`src/rtl/uart_tx_pkg.sv`:
```
// Shared types and constants for the UART transmit path.
// The frame is laid out so bit 0 leaves the shift register first.
package uart_tx_pkg;

   typedef enum logic [1:0] {
      INIT,
      IDLE,
      BIT
   } state_t;

   localparam int          DATA_W     = 8;
   localparam int          FRAME_W    = 10;
   localparam logic [3:0]  LAST_BIT   = 4'd9;
   localparam logic        START_BIT  = 1'b0;
   localparam logic        STOP_BIT   = 1'b1;
   localparam logic [FRAME_W-1:0] IDLE_FRAME = 10'h3FF;

   // Start bit sits in the LSB so it goes out first on a right shift.
   function automatic logic [FRAME_W-1:0] make_frame(input logic [DATA_W-1:0] data);
      return {STOP_BIT, data, START_BIT};
   endfunction

endpackage

```
`src/rtl/uart_baud_counter.sv`:
```
// Free-running bit-period counter; tick marks the last clock of each bit.
// Shared with the receiver, so it carries no knowledge of frames.
module uart_baud_counter #(
   parameter int CLKS_PER_BIT = 434
) (
   input  logic clk,
   input  logic reset,
   input  logic clear,
   input  logic enable,
   output logic tick
);

   localparam int CNT_W = (CLKS_PER_BIT > 1) ? $clog2(CLKS_PER_BIT) : 1;
   localparam logic [CNT_W-1:0] TERM = CNT_W'(CLKS_PER_BIT - 1);

   logic [CNT_W-1:0] baud_cnt;

   assign tick = enable && (baud_cnt == TERM);

   always_ff @(posedge clk) begin
      if (reset || clear)
         baud_cnt <= '0;
      else if (enable)
         baud_cnt <= tick ? '0 : baud_cnt + CNT_W'(1);
   end

endmodule

```
`src/rtl/uart_tx_controller.sv`:
```
// Transmit sequencer: one-byte holding buffer feeding load/shift strobes
// for an external 10-bit right-shifting TX register.
module uart_tx_controller
   import uart_tx_pkg::*;
#(
   parameter int CLKS_PER_BIT = 434
) (
   input  logic               clk,
   input  logic               reset,
   input  logic [DATA_W-1:0]  tx_data,
   input  logic               tx_valid,
   output logic               tx_ready,
   output logic               tx_sr_load,
   output logic               tx_sr_shift,
   output logic [FRAME_W-1:0] tx_sr_in,
   output logic               tx_busy,
   output logic               tx_done
);

   state_t             state, state_nxt;
   logic [3:0]         bit_cnt;
   logic [DATA_W-1:0]  buf_data;
   logic               buf_full;
   logic               tick;
   logic               frame_end;
   logic               consume;

   uart_baud_counter #(.CLKS_PER_BIT(CLKS_PER_BIT)) u_baud (
      .clk    (clk),
      .reset  (reset),
      .clear  (state != BIT),
      .enable (state == BIT),
      .tick   (tick)
   );

   assign frame_end = (state == BIT) && tick && (bit_cnt == LAST_BIT);
   assign consume   = buf_full && ((state == IDLE) || frame_end);
   assign tx_ready  = !buf_full;

   // Accept needs an empty buffer and consume needs a full one, so the
   // two branches below are mutually exclusive in practice.
   always_ff @(posedge clk) begin
      if (reset) begin
         buf_full <= 1'b0;
         buf_data <= '0;
      end else if (consume) begin
         buf_full <= 1'b0;
      end else if (tx_valid && !buf_full) begin
         buf_full <= 1'b1;
         buf_data <= tx_data;
      end
   end

   always_ff @(posedge clk) begin
      if (reset)
         bit_cnt <= '0;
      else if (state != BIT)
         bit_cnt <= '0;
      else if (tick)
         bit_cnt <= (bit_cnt == LAST_BIT) ? 4'd0 : bit_cnt + 4'd1;
   end

   always_ff @(posedge clk) begin
      if (reset)
         state <= INIT;
      else
         state <= state_nxt;
   end

   always_comb begin
      state_nxt = state;
      case (state)
         INIT:    state_nxt = IDLE;
         IDLE:    if (buf_full) state_nxt = BIT;
         BIT:     if (frame_end && !buf_full) state_nxt = IDLE;
         default: state_nxt = INIT;
      endcase
   end

   always_comb begin
      tx_sr_load  = 1'b0;
      tx_sr_shift = 1'b0;
      tx_sr_in    = IDLE_FRAME;
      tx_busy     = 1'b0;
      tx_done     = 1'b0;
      case (state)
         INIT: tx_sr_load = 1'b1;
         IDLE: begin
            if (buf_full) begin
               tx_sr_load = 1'b1;
               tx_sr_in   = make_frame(buf_data);
               tx_busy    = 1'b1;
            end
         end
         BIT: begin
            tx_busy = 1'b1;
            if (frame_end) begin
               tx_done    = 1'b1;
               tx_sr_load = 1'b1;
               if (buf_full)
                  tx_sr_in = make_frame(buf_data);
            end else if (tick) begin
               tx_sr_shift = 1'b1;
            end
         end
         default: ;
      endcase
   end

endmodule
```
`config.mk`:
```
export PLATFORM = sky130hd
export DESIGN_NAME = uart_tx_controller
export DESIGN_NICKNAME = d
export VERILOG_FILES = /design/src/rtl/uart_tx_pkg.sv /design/src/rtl/uart_baud_counter.sv /design/src/rtl/uart_tx_controller.sv
export SDC_FILE = /design/constraint.sdc
export NUM_CORES = 1
export LEC_CHECK = 0
export ABC_AREA = 1
export ABC_CLOCK_PERIOD_IN_PS = 3500
export BUFFER_PORTS_ARGS = -buffer_cell sky130_fd_sc_hd__buf_2
export CORE_MARGIN = 2
export CORE_UTILIZATION = 45
export DETAILED_ROUTE_END_ITERATION = 10
export GPL_TIMING_DRIVEN = 0
export PLACE_DENSITY = 0.67
export SLEW_MARGIN = 20
export SYNTH_ARGS = -nofsm -noshare
export SYNTH_HDL_FRONTEND = slang
export SYNTH_HIERARCHICAL = 1
export SYNTH_SLANG_ARGS = --single-unit
```
`constraint.sdc`:
```
create_clock -name clk -period 3.5 [get_ports clk]
set_clock_uncertainty 0.1 [all_clocks]
set_input_delay 0 -clock clk [delete_from_list [all_inputs] [get_ports clk]]
set_output_delay 0 -clock clk [all_outputs]
set_load 0.005 [all_outputs]
```
---- After elaboration in Yosys (flattened, before gate mapping) ----
Index checks and enable logic that the tools add are counted.
cells by class
  bitwise gates (word level) .............. 1
  shift-type cells ........................ 0
  $add $sub $neg .......................... 2
  multiply operators ...................... 0
  $lt $le $gt $ge ......................... 0
  reduce and logical (&&, ||, !) cells .... 14
  div/mod/pow operators ................... 0
  eq/ne operators ......................... 7
  mux-type cells .......................... 16
operators with widths
  kind                                                             count
  10-bit one-hot mux with 2 select lines                           1
  9-bit two-way mux                                                2
  10-bit two-way mux                                               1
  9-bit by 1-bit adder with 9-bit output, second input constant    1
  9-bit == test, second input constant                             1
  1-bit logical AND                                                6
  1-bit two-way mux                                                6
  2-bit != test, second input constant                             3
  2-bit one-hot mux with 3 select lines                            1
  4-bit by 1-bit adder with 4-bit output, second input constant    1
  4-bit == test, second input constant                             1
  2-bit two-way mux                                                2
  4-bit two-way mux                                                1
  2-bit AND reduction                                              2
  2-bit OR reduction                                               2
  1-bit one-hot mux with 3 select lines                            1
  2-bit by 1-bit == test with 1-bit output, second input constant  1
  2-bit == test, second input constant                             1
  2-bit logical NOT                                                1
  1-bit logical OR                                                 2
  1-bit one-hot mux with 2 select lines                            1
  1-bit logical NOT                                                1
  1-bit NOT                                                        1
word-level totals
  bits in writable memories ............... 0
  output and inout port bits .............. 15
  bits of input ports ..................... 11
  flip-flop bits (word level) ............. 24
  bits in latches ......................... 0
  memories kept ........................... 0
  logic and storage cells ................. 45
  bits in read-only memories .............. 0

---- Longest topological paths before layout ----
Gate-level depths: netlist of the first run.
  depth after elaboration ................. 8
  mapped depth ............................ 9
  depth with buffers taken out ............ 9

---- By module ----
The synthesis of the first run kept the hierarchy.
by module, submodules not included
  module              cells an instance  area each (um2)  sequential area each (um2)  times used
  uart_tx_controller  117                824.5            300.3                       1
  uart_baud_counter   73                 496.7            180.2                       1

---- Least setup slack after synthesis of the first run ----
OpenSTA, ideal clock, no wires.
  kind .................................... register to register
  start ................................... reg state[0]
  end ..................................... reg bit_cnt[3]
  slack ................................... 1442 ps
  buffers on the path ..................... 0
  arrival time ............................ 1888 ps
  period minus slack after synthesis ...... 2058 ps
  required time ........................... 3330 ps
  setup time .............................. 70 ps
  stages on the path, launching flop included .. 8
  cell sequence ........................... dfxtp_1 inv_1 ha_1 nand4_1 nor3_1 nand4_1 or2_2 a21oi_1
between the ends
  longest elaborated chain between the ends .. 2
  elaborated cells between the ends (all ways) .. 4
  those cells by class .................... eq/ne: 2; reduce/logical: 2
ends and longest elaborated chain
  item                      RTL line                  RTL
  start: declaration        uart_tx_controller.sv:20  state_t state, state_nxt;
  start signal: assignment  uart_tx_controller.sv:67  state <= state_nxt;
  2-bit == test             uart_tx_controller.sv:32  .enable (state == BIT),
  1-bit logical AND         uart_baud_counter.sv:18   assign tick = enable && (baud_cnt == TERM);
  named net tick            uart_tx_controller.sv:24  logic tick;
  end signal: assignment    uart_tx_controller.sv:60  bit_cnt <= (bit_cnt == LAST_BIT) ? 4'd0 : bit_cnt + 4'd1;
  end: declaration          uart_tx_controller.sv:21  logic [3:0] bit_cnt;
The timed path passes the listed nets, and every way through them passes these cells.
A chain may end at the register's enable or synchronous reset.

---- Final worst setup path of the first run ----
  start ................................... reg state[0]
  end ..................................... out tx_sr_in[4]
between the ends
  longest elaborated chain between the ends .. 6
  elaborated cells between the ends (all ways) .. 7
  those cells by class .................... eq/ne: 2; mux: 2; reduce/logical: 3
ends and longest elaborated chain
  item                                    RTL line                  RTL
  2-bit == test                           uart_tx_controller.sv:32
  1-bit logical AND                       uart_baud_counter.sv:18
  named net tick                          uart_tx_controller.sv:24
  1-bit logical AND (2 in a row)          uart_tx_controller.sv:36  assign frame_end = (state == BIT) && tick && (bit_cnt == LAST_BIT);
  10-bit two-way mux                      uart_tx_controller.sv:97  if (frame_end) begin
  10-bit one-hot mux with 2 select lines  uart_tx_controller.sv:86  case (state)
  end: declaration                        uart_tx_controller.sv:15  output logic [FRAME_W-1:0] tx_sr_in,
The timed path passes the listed nets, and every way through them passes these cells.

==> impl_metrics.py, run 1 <==
metrics = {
    "sta": {
        "finalSetupViolations": 0,
        "rsz0062_at_grt": "no",
        "tns_ps": 0,
        "slew-limit-headroom_pct": 58.8,
        "finalCritPeriodShare_pct": 78.2,
        "hold_violations": 0,
        "drv_slew": 0,
        "period_needed_ps": 2740,
        "fmax_mhz": 366,
        "worst_pin_slew_ps": 613,
    },
    "drt": {
        "drcViolationCount": 0,
        "routed_wl_um": 2850,
        "wire_per_inst_um": 11.0,
        "via_per_inst": 4.88,
        "drt_pass1_iterations": 4,
        "drt_iter0_markers": 66,
        "num_vias": 1258,
        "drtAntennaViolNets": 0,
    },
    "worst_setup_path": {
        "crit_path_start_kind": "register",
        "cp.arrival_ps": 2640,
        "required_ps": 3400,
        "worstSetupEndpointType": "primary output",
        "crit_type": "register to primary output",
        "worstPathMaxFanout": 11,
    },
    "place": {
        "dp_hpwl_um": 2100,
        "placed_area_um2": 1480,
        "gp_congestion": 0.762,
        "port_buffers": 24,
    },
    "finish": {
        "most-common-layout-cells": "39 x nand2_1, 35 x nor2_1, 24 x dfxtp_1, 24 x buf_2, 19 x inv_1",
        "drive_gt1_share_pct": 20.3,
        "nNetsFinal": 245,
        "final_core_util_pct": 58.3,
        "synthToLayoutAreaGrowth_pct": 22.8,
        "final_cell_area_um2": 1620,
        "final_common_cell": "nand2_1",
        "num_antenna_cells": 0,
    },
    "clock_network": {
        "cts.sinks": 24,
        "cts_buffers": 3,
        "cts_tree": "built",
        "clockBufferDepth": 2,
        "cts-root-buf": "clkbuf_4",
        "clk_pin_slew_ps": 140,
        "htree_levels": 1,
        "post-cts-setup-buffers": 0,
        "holdBufCountCts": 9,
        "clkLatencyLatePin_ps": 310,
        "post_cts_resized": 0,
    },
    "logic_synthesis": {
        "ys.warnings.count": 6,
        "synth.distinct_cells": 27,
        "syn_area_um2": 1320,
        "seq_area_frac_synth_pct": 36.4,
        "synthesis.nets": 207,
        "ys_seq_elements": 24,
        "syn-instance-count": 190,
        "syn_area_per_cell_um2": 6.95,
    },
    "floorplan": {
        "die_h_um": 58.2,
        "boundaryPins": 26,
        "die_w_um": 58.2,
        "row_count": 19,
        "core-area_um2": 2780,
        "dieArea_um2": 3390,
        "initial_core_util_pct": 47.5,
    },
    "flow_run": {
        "drv_cap": 0,
    },
    "global_route": {
        "antenna_found_initial": 0,
        "grt_start_max_net_pins": 15,
        "grt.total_usage_pct": 17.1,
        "grt_pass1_wl_um": 4540,
        "grt_pass1_vias": 1092,
        "overflow": 0,
    },
    "status": {
        "status": "finished, final reports clean",
    },
    "pwr": {
        "ir_worst_vdd_mv": 0.290,
        "power_per_cell_area_nw_per_um2": 420,
        "total_power_w": 0.000681,
        "power_leakage_nw": 0.632,
    },
    "hold_path": {
        "hp-class": "input port to register",
    },
}
[Yosys cell counts]
| master | number | area [um2] |
|---|---|---|
| nor3_1 | 2 | 10.0 |
| nand4_1 | 4 | 25.0 |
| o32ai_1 | 1 | 8.76 |
| buf_4 | 1 | 7.51 |
| a21boi_0 | 1 | 7.51 |
| nor2_2 | 5 | 31.3 |
| nand3_1 | 12 | 60.1 |
| inv_1 | 19 | 71.3 |
| a21oi_1 | 8 | 40.0 |
| clkinv_1 | 1 | 3.75 |
| and3_1 | 1 | 6.26 |
| o21bai_1 | 2 | 15.0 |
| nand2_4 | 2 | 22.5 |
| nor2_1 | 35 | 131 |
| conb_1 | 1 | 3.75 |
| dfxtp_1 | 24 | 480 |
| nand2_1 | 39 | 146 |
| or2_2 | 1 | 6.26 |
| nand2_2 | 4 | 25.0 |
| a21oi_4 | 1 | 16.3 |
| xor2_1 | 3 | 26.3 |
| o21ai_0 | 12 | 60.1 |
| o21ai_1 | 1 | 5.00 |
| inv_2 | 2 | 7.51 |
| nor2_4 | 1 | 11.3 |
| ha_1 | 6 | 75.1 |
| nand3_4 | 1 | 17.5 |
[metrics by stage]
| stage | worst slack, ps | hold WS, ps | std cells |
|---|---|---|---|
| after floorplan | 1440 | -30.9 | 190 |
| final | 765 | 14.0 | 258 |
| after CTS | 750 | 9.16 | 258 |
| after global routing | 571 | 47.2 | 258 |
| after detailed placement | 1090 | 132 | 245 |
| after global placement | 1160 | 130 | 245 |
[sequential cells by signal, indices dropped and copies added (netlist names)]
signal / flops
buf_data: 8
u_baud/baud_cnt: 9
buf_full: 1
bit_cnt: 4
state: 2
[final timing paths]
path / startpoint / to / slack, ps / cells after the start
max: state[0] / tx_sr_in[4] / 760 / 10
min: tx_valid / buf_data[7] / 10 / 4
max reg2reg: state[0] / bit_cnt[3] / 1070 / 7
min reg2reg: buf_data[0] / buf_data[0] / 390 / 2
[cell families (layout without fill, tap and decap cells)]
logic type	Yosys count	in the layout	synth area share (%)
compound gates	26	26	11.6
simple gates	107	107	37.3
flops	24	24	36.4
other cells	1	1	0.284
buf+inv	23	60	6.82
fa+ha+maj	6	6	5.68
xor+xnor	3	3	1.99
[worst max-delay path, stage by stage (launching register included)]
cell and delay (ps):
dfxtp_1 370, inv_1 90, ha_1 460, nand4_1 150
nor3_1 500, nand3_4 170, nand2_4 120, nand2_4 60
a21oi_4 200, nand2_1 80, buf_2 130
[layout make-up]
cell class	count	area (um2)
clock inverters	1	30.0
clock buffers	3	22.5
multi-input cells	143	751
flip-flops and latches	24	480
well taps	31	38.8
inverters	22	82.6
plain buffers	1	7.51
repair buffers	33	210
fillers	254	1160
[layer usage]
metal	global-route usage, %	routed length (um)	part of all wire, %	vias up
met5	0	0	0	-
met4	6.31	24	0.84	0
met3	2.01	69	2.4	2
met2	29.7	1360	48	20
met1	21.6	1390	49	557
li1	-	-	-	679
[where the power goes]
part | switching, W | internal [W] | leakage [nW]
registers | 0.00000936 | 0.000287 | 0.196
logic | 0.000104 | 0.0000807 | 0.408
clock network | 0.0000843 | 0.000116 | 0.0279
Note: power is estimated with default switching activity, not from simulation.
==> run 2: changes to the inputs <==
--- a/config.mk
+++ b/config.mk
@@ -6,13 +6,13 @@
 export NUM_CORES = 1
 export LEC_CHECK = 0
 export ABC_AREA = 1
-export ABC_CLOCK_PERIOD_IN_PS = 3500
+export ABC_CLOCK_PERIOD_IN_PS = 2230
 export BUFFER_PORTS_ARGS = -buffer_cell sky130_fd_sc_hd__buf_2
 export CORE_MARGIN = 2
 export CORE_UTILIZATION = 45
 export DETAILED_ROUTE_END_ITERATION = 10
 export GPL_TIMING_DRIVEN = 0
-export PLACE_DENSITY = 0.67
+export PLACE_DENSITY = 0.7
 export SLEW_MARGIN = 20
 export SYNTH_ARGS = -nofsm -noshare
 export SYNTH_HDL_FRONTEND = slang
==> constraint.sdc (replaced) <==
create_clock -name clk -period 2.23 [get_ports clk]
set_clock_uncertainty 0.1 [all_clocks]
set_input_delay 0 -clock clk [delete_from_list [all_inputs] [get_ports clk]]
set_output_delay 0 -clock clk [all_outputs]
set_load 0.005 [all_outputs]
==> impl_metrics.py, run 2 (same netlist as run 1, synthesis figures left out) <==
metrics = {
    "status": {
        "status": "finished, final reports clean",
    },
    "worst_setup_path": {
        "crit_path_start_kind": "register",
        "cp.buffers_inverters": 2,
        "rrSetupSlack_ps": 310,
        "r2r_start": "state[0]",
        "critPathTopFamily": "simple AND/OR/NAND/NOR gates",
        "r2r-end": "u_baud/baud_cnt[4]",
        "worstPathMaxFanout": 7,
        "path_common_cell": "nand2_4",
        "required_ps": 2130,
        "cpPeakStageDelay_ps": 360,
        "r2r_cells": 8,
        "crit_type": "register to primary output",
        "cp-startpoint": "state[0]",
        "cp.arrival_ps": 1990,
        "worstSetupEndpointType": "primary output",
        "crit_chain": "inv_1 -> ha_4 -> nand4_1 -> nor3_4 -> nand3_4 -> nand2_4 -> nand2_4 -> a21oi_4 -> nand2_1 -> buf_2",
        "slowest_stage": "dfxtp_2",
    },
    "finish": {
        "final_common_cell": "nand2_1",
        "fillers": 253,
        "largest_reg_flops": 9,
        "nNetsFinal": 253,
        "drive_gt1_share_pct": 23.4,
        "synthToLayoutAreaGrowth_pct": 29.2,
        "num_antenna_cells": 0,
        "most-common-layout-cells": "39 x nand2_1, 35 x nor2_1, 24 x buf_2",
        "stdcell_count": 266,
        "largest-register": "u_baud/baud_cnt",
        "top_regs": "u_baud/baud_cnt (9), buf_data (8), bit_cnt (4)",
    },
    "clock_network": {
        "clk_pin_slew_ps": 140,
        "htree_levels": 1,
        "cts_tree": "built",
        "clkLatencyLatePin_ps": 330,
        "cts-root-buf": "clkbuf_4",
        "cts.sinks": 24,
        "cts_buffers": 3,
        "clockBufferDepth": 2,
    },
    "sta": {
        "finalCritPeriodShare_pct": 93.7,
        "period_needed_ps": 2090,
        "slew-limit-headroom_pct": 63.8,
        "drv_slew": 0,
        "worst_pin_slew_ps": 540,
        "hold_violations": 0,
        "fmax_mhz": 479,
        "finalSetupViolations": 0,
        "rsz0062_at_grt": "no",
        "setup_ws_ps": 141,
    },
    "floorplan": {
        "core-area_um2": 2780,
        "row_count": 19,
        "die_h_um": 58.2,
        "dieArea_um2": 3390,
        "boundaryPins": 26,
        "die_w_um": 58.2,
        "initial_core_util_pct": 47.5,
    },
    "global_route": {
        "grt_start_max_net_pins": 14,
        "grt_pass1_vias": 1145,
        "grt.total_usage_pct": 17.9,
        "grt_pass1_wl_um": 4710,
        "antenna_found_initial": 0,
        "overflow": 0,
    },
    "hold_path": {
        "whs_endpoint": "buf_data[3]",
        "holdPathStages": 4,
        "min_from": "tx_valid",
        "hp-class": "input port to register",
    },
    "pwr": {
        "power_per_cell_area_nw_per_um2": 597,
        "power_leakage_nw": 0.681,
        "ir_worst_vdd_mv": 0.439,
        "total_power_w": 0.00102,
    },
    "drt": {
        "routed_wl_um": 2840,
        "num_vias": 1304,
        "drtAntennaViolNets": 0,
        "drcViolationCount": 0,
        "via_per_inst": 4.90,
        "drt_iter0_markers": 39,
        "drt_pass1_iterations": 5,
        "wire_per_inst_um": 10.7,
    },
    "place": {
        "gp_congestion": 0.819,
        "dp_hpwl_um": 1950,
        "dpl.cell_count": 245,
        "pre_cts_slack_ps": -232,
        "port_buffers": 24,
    },
    "flow_run": {
        "drv_cap": 0,
    },
}
-- run 2: cell types whose count changed in the layout (fill, tap and decap cells not counted) --
cell           before  now
dlygate4sd3_1       9   14
buf_4               1    4
dfxtp_1            24   21
dfxtp_2             0    3
bufinv_16           1    0
clkbuf_8            0    1
clkinv_1            1    0
ha_1                6    5
ha_4                0    1
inv_2               2    3
nor3_1              2    1
nor3_4              0    1
-- run 2: worst max-delay path by stage --
| stage | end | cells past startpoint |
|---|---|---|
| finish | tx_sr_in[3] | 10 |
| global route | tx_sr_in[6] | 10 |
| CTS | tx_sr_in[4] | 10 |
| detailed placement | bit_cnt[3] | 7 |
| global placement | tx_sr_in[4] | 10 |
| floorplan | bit_cnt[3] | 7 |
-- run 2: stage by stage --
step,cell area [um2],util [%],hold WS [ps],TNS (ps)
after floorplan,1320,-,-30.9,0
after global placement,1480,53.2,139,-1450
after detailed placement,1480,53.2,143,-1910
after CTS,1700,61.2,0.885,0
after global routing,1710,61.4,58.1,0
final,1710,61.4,9.67,0
-- run 2: area by class of cell --
| type | count | area (um2) | share of cell area [%] |
|---|---|---|---|
| Multi-Input combinational cell | 143 | 774 | 45.4 |
| Sequential cell | 24 | 484 | 28.4 |
| Timing Repair Buffer | 41 | 283 | 16.6 |
| Inverter | 22 | 82.6 | 4.84 |
| Tap cell | 31 | 38.8 | 2.27 |
| Clock buffer | 4 | 36.3 | 2.13 |
| Buffer | 1 | 7.51 | 0.440 |
-- run 2: report_power, final --
part / internal [W] / switching [W]
combinational: 0.000137 / 0.000170
sequential: 0.000451 / 0.0000154
clock: 0.000100 / 0.000144
-- run 2: worst min-delay path, cell delays in order --
cell,delay (ps)
buf_2,80
nand2_2,110
o21ai_0,180
nor2_1,40
-- run 2: what timing repair did --
item                       CTS  global route
pin swaps                    1             2
resized for setup            4             4
setup endpoints to repair   18             7
hold endpoints to repair    13             0
buffers inserted             3             0
hold buffers                14             0
-- run 2: layer usage --
layer	vias up	GRT usage (%)	routed length, um
li1	692	-	-
met2	26	30.7	1310
met5	-	0	0
met3	7	2.68	108
met4	0	8.64	59
met1	579	21.9	1360
